$ cat src/rtl/irq_request_controller.sv
// Interrupt request front-end: edge-detects request lines into a pending register,
// masks them toward an external priority encoder and runs the req/ack/eoi handshake.
module irq_request_controller #(
    parameter int unsigned N     = 4,
    parameter int unsigned IDX_W = 2
) (
    input  logic             clk,
    input  logic             rst_n,
    input  logic [N-1:0]     irq_in,
    input  logic             mask_we,
    input  logic [N-1:0]     mask_in,
    output logic [N-1:0]     d,
    input  logic [IDX_W-1:0] enc,
    input  logic             vld,
    output logic             irq,
    output logic [IDX_W-1:0] irq_id,
    input  logic             ack,
    input  logic             eoi,
    output logic [N-1:0]     pending,
    output logic             in_service
);

    typedef enum logic [1:0] {
        IDLE    = 2'd0,
        REQ     = 2'd1,
        SERVICE = 2'd2
    } state_t;

    state_t           state;
    state_t           state_nxt;
    logic [N-1:0]     mask;
    logic [N-1:0]     prev;
    logic [N-1:0]     rise;
    logic [N-1:0]     clr;
    logic [N-1:0]     pending_nxt;
    logic             irq_nxt;
    logic [IDX_W-1:0] irq_id_nxt;
    logic             in_service_nxt;

    // Encoder sees only unmasked pending lines; masked lines keep latching.
    assign d    = pending & ~mask;
    assign rise = irq_in & ~prev;

    // Set wins over clear so a request arriving on its own ack edge is kept.
    assign pending_nxt = (pending & ~clr) | rise;

    always_comb begin
        state_nxt      = state;
        irq_nxt        = irq;
        irq_id_nxt     = irq_id;
        in_service_nxt = in_service;
        clr            = '0;
        case (state)
            IDLE: begin
                irq_nxt        = 1'b0;
                in_service_nxt = 1'b0;
                if (vld) begin
                    irq_id_nxt = enc;
                    irq_nxt    = 1'b1;
                    state_nxt  = REQ;
                end
            end
            // No preemption: the presented index stays frozen until acknowledged.
            REQ: begin
                if (ack) begin
                    clr[irq_id]    = 1'b1;
                    irq_nxt        = 1'b0;
                    in_service_nxt = 1'b1;
                    state_nxt      = SERVICE;
                end
            end
            SERVICE: begin
                irq_nxt = 1'b0;
                if (eoi) begin
                    in_service_nxt = 1'b0;
                    state_nxt      = IDLE;
                end
            end
            default: begin
                irq_nxt        = 1'b0;
                in_service_nxt = 1'b0;
                state_nxt      = IDLE;
            end
        endcase
    end

    // prev resets to all ones so lines held high through reset do not fire.
    always_ff @(posedge clk) begin
        if (!rst_n) begin
            state      <= IDLE;
            pending    <= '0;
            mask       <= '0;
            prev       <= '1;
            irq        <= 1'b0;
            irq_id     <= '0;
            in_service <= 1'b0;
        end else begin
            state      <= state_nxt;
            pending    <= pending_nxt;
            prev       <= irq_in;
            irq        <= irq_nxt;
            irq_id     <= irq_id_nxt;
            in_service <= in_service_nxt;
            if (mask_we) begin
                mask <= mask_in;
            end
        end
    end

endmodule

$ cat config.mk
export PLATFORM = sky130hd
export DESIGN_NAME = irq_request_controller
export DESIGN_NICKNAME = d
export VERILOG_FILES = /design/src/rtl/irq_request_controller.sv
export SDC_FILE = /design/constraint.sdc
export NUM_CORES = 1
export LEC_CHECK = 0
export ABC_AREA = 1
export CAP_MARGIN = 30
export CORE_MARGIN = 4
export CORE_UTILIZATION = 48
export CTS_BUF_LIST = sky130_fd_sc_hd__clkbuf_4
export DETAILED_ROUTE_END_ITERATION = 7
export DONT_BUFFER_PORTS = 1
export HOLD_SLACK_MARGIN = 0.02
export SLEW_MARGIN = 10
export SYNTH_ARGS = -nofsm -noshare
export SYNTH_HDL_FRONTEND = slang
export SYNTH_SLANG_ARGS = --single-unit
$ cat constraint.sdc
create_clock -name clk -period 2.8 [get_ports clk]
set_clock_uncertainty 0.1 [all_clocks]
set_input_delay 0.14 -clock clk [delete_from_list [all_inputs] [get_ports clk]]
set_output_delay 0.14 -clock clk [all_outputs]
set_load 0.01 [all_outputs]
==> results.tsv <==
metric	value	unit
status	finished, final reports clean	
Pwr Density	491.4	nW/um^2
final period utilization	66.93	%
PnR worst setup slack	0.9259	ns
Die W	46.14	um
Period minus WS final	1.874	ns
Reg power frac	59.1	%
Final TNS setup	0	ns
maximum vdd drop	0.3554	mV
RSZ-0062 raised after global routing	false	
CTS Sinks	18	
critical path required time	2.88	ns
final hold vios	0	
vias per std cell	4.721	
WP data arrival	1.95	ns
clock share of power	25.7	%
CP bufs+invs	3	
Setup Slack @ Placement	1.811	ns
Clk Latency, worst-skew pair	0.28	ns
Starting Density	52.35	%
Worst Tran Pin Value	0.4408	ns
initial antenna violation count	0	
I/O pin total	28	
mean post-synth cell area	7.507	sq um
vias in the first global route	639	
Port-buffer cells	0	
routability cong.	0.7156	
FP Rows	13	
total gr overflow	0	
die area	2129	sq um
Clock Tree Buf Depth	2	
largest net degree at the start of global routing	13	
nature of the critical path endpoint	flip-flop	
crit-path leading delay family	buffers and inverters	
Net Count, Synth	109	
CTS tree	done	
Worst Hold Class	in2reg	
Initial DRT Pass Iterations	4	
Critical R2R Launch	state[0]$_SDFFE_PN0P_	
Routed Wire Length	1615	um
Slew Viols, Final	0	
Startpoint Class	input pin	
share of layout cells above drive strength 1	7.438	%
Crit Path Max Fanout	1	
fin nets	138	
reg2reg end	irq_id[0]$_SDFFE_PN0P_	
end of the critical path	mask[2]$_SDFFE_PN0P_	
GRT Total Usage	17.54	%
post-CTS sizing	0	
H-tree level count	1	
root buf cell	clkbuf_4	
register area share after synthesis	51.61	%
Comb power frac	15.2	%
synthesized instance count	93	
hold_sp	ack	
DRT antenna net count	0	
TritonCTS buffer count	3	
yosys warns	0	
vias	642	
clock slew at reported path FFs	0.10	ns
Core ar.	1334	sq um
commonest non-fill, non-tap cell in the layout	dlygate4sd3_1	
die height	46.14	um
Area Overhead vs Synth	41.58	%
Net Sw Power	0.1215	mW
cell mode on critical path	dlygate4sd3_1	
critical path class	in2reg	
FF/Latch Area	360.3	sq um
worst rel slew slack	70.52	%
Final Setup Violations	0	
cell breakdown of the critical path	dlygate4sd3_1 > nor2_1 > dlygate4sd3_1 > nor2_1 > dlygate4sd3_1	
final-layout fill cell count	115	
area of the multi-input gates	265.3	sq um
slowest stage cell, crit path	dlygate4sd3_1	
flops & latches, synth	18	
Critical path origin	mask_in[2]	
Lkg Pwr	0.4530	nW
1st-iter DRT viols	15	
Worst R2R Setup Slack	1.28	ns
delay of the slowest critical-path stage	0.57	ns
Max Cap Viol	0	
Post-Syn Area	698.2	sq um
ANT cells	0	
fmax	533.6	MHz
Cells after DPL	107	
Reg2Reg Depth	5	
WL per Instance	11.88	um
commonest non-fill, non-tap cells in the layout	25 x dlygate4sd3_1, 18 x dfxtp_1, 15 x inv_1, 15 x nand2_1, 13 x nor2_1	
first-pass GRT wire length	2622	um
final cell count without fillers	136	
Int Pwr	0.3642	mW
Post-CTS Setup Bufs	0	
Remaining DRCs	0	
HPWL after DPL	989.8	um
Sw Ratio	25.02	%
Synth cell types	14	
CP Depth	5	
[sequential cells by signal, indices dropped and copies added, names as in the netlist]
register / cells
state: 2
irq: 1
mask: 4
prev: 4
pending: 4
irq_id: 2
in_service: 1
[worst reg2reg max path, cell delays in order, from the launching register on]
cell and delay [ns]:
dfxtp_1 0.33, inv_2 0.09, nand3_2 0.15, o21ai_1 0.15, a21oi_1 0.05, dlygate4sd3_1 0.55
[power by group through the flow]
stage	Combinational, mW	Clock, mW	Sequential, mW
final	0.0739	0.125	0.287
after global placement	0.0391	0	0.293
after floorplan	0.0358	0	0.290
after global routing	0.0827	0.146	0.290
after detailed placement	0.0400	0	0.293
after CTS	0.0730	0.134	0.287
[area by class of cell]
class | count | share of cell area, %
Sequential cell | 18 | 36.46
Multi-Input combinational cell | 56 | 26.84
Timing Repair Buffer | 25 | 25.32
Inverter | 18 | 6.835
Clock buffer | 3 | 2.278
Tap cell | 15 | 1.899
Clock inverter | 1 | 0.3797
[cells by family (layout without fill, tap and decap cells)]
| family | after synthesis | in the layout | share of synthesized area [%] |
|---|---|---|---|
| compound gates | 16 | 16 | 11.83 |
| buf+inv | 19 | 47 | 10.39 |
| flops | 18 | 18 | 51.61 |
| simple gates | 40 | 40 | 26.16 |
[synth_stat cells]
library cell  instances  area, sq um
inv_2                 3        11.26
nor2_4                1        11.26
inv_1                15        56.30
o21ai_1               6        30.03
nand2_1              15        56.30
o21a_1                1        7.510
nor2_2                1        6.260
a21oi_1               9        45.04
nor2_1               13        48.80
or2_1                 4        25.02
dfxtp_1              18        360.4
nand3_2               1        10.01
nand3_1               5        25.02
buf_2                 1        5.000
[timing repair]
| item | in CTS | in global routing |
|---|---|---|
| endpoints found under the hold margin | 18 | 0 |
| setup endpoints to repair | 0 | 0 |
| hold buffers | 25 | 0 |
[metal layers]
layer / wire (um) / vias up / GRT usage, %
met1: 696 / 278 / 19.62
met4: 13 / 0 / 6.818
met5: 0 / - / 0
met2: 792 / 18 / 31.04
met3: 112 / 2 / 4.688
li1: - / 344 / -
[worst min-delay path by stage]
stage / endpoint / slack (ns) / depth (start not counted)
CTS: pending[1]$_SDFF_PN0_ / 0.04 / 5
finish: pending[1]$_SDFF_PN0_ / 0.05 / 5
global route: pending[2]$_SDFF_PN0_ / 0.09 / 5
floorplan: prev[0]$_SDFF_PN1_ / 0.13 / 2
detailed placement: prev[1]$_SDFF_PN1_ / 0.11 / 1
global placement: prev[1]$_SDFF_PN1_ / 0.11 / 1
[per-stage QoR]
step	instance area (sq um)	total power [mW]	utilization, %	hold WS [ns]
after floorplan	698.2	0.3258	-	0.1320
after global placement	711.9	0.3317	53.38	0.1114
after detailed placement	711.9	0.3328	53.38	0.1146
after CTS	988.4	0.4941	74.11	0.03779
after global routing	988.4	0.5186	74.11	0.08971
final	988.4	0.4857	74.11	0.04886
No activity file was read; power rests on OpenSTA's default activity.
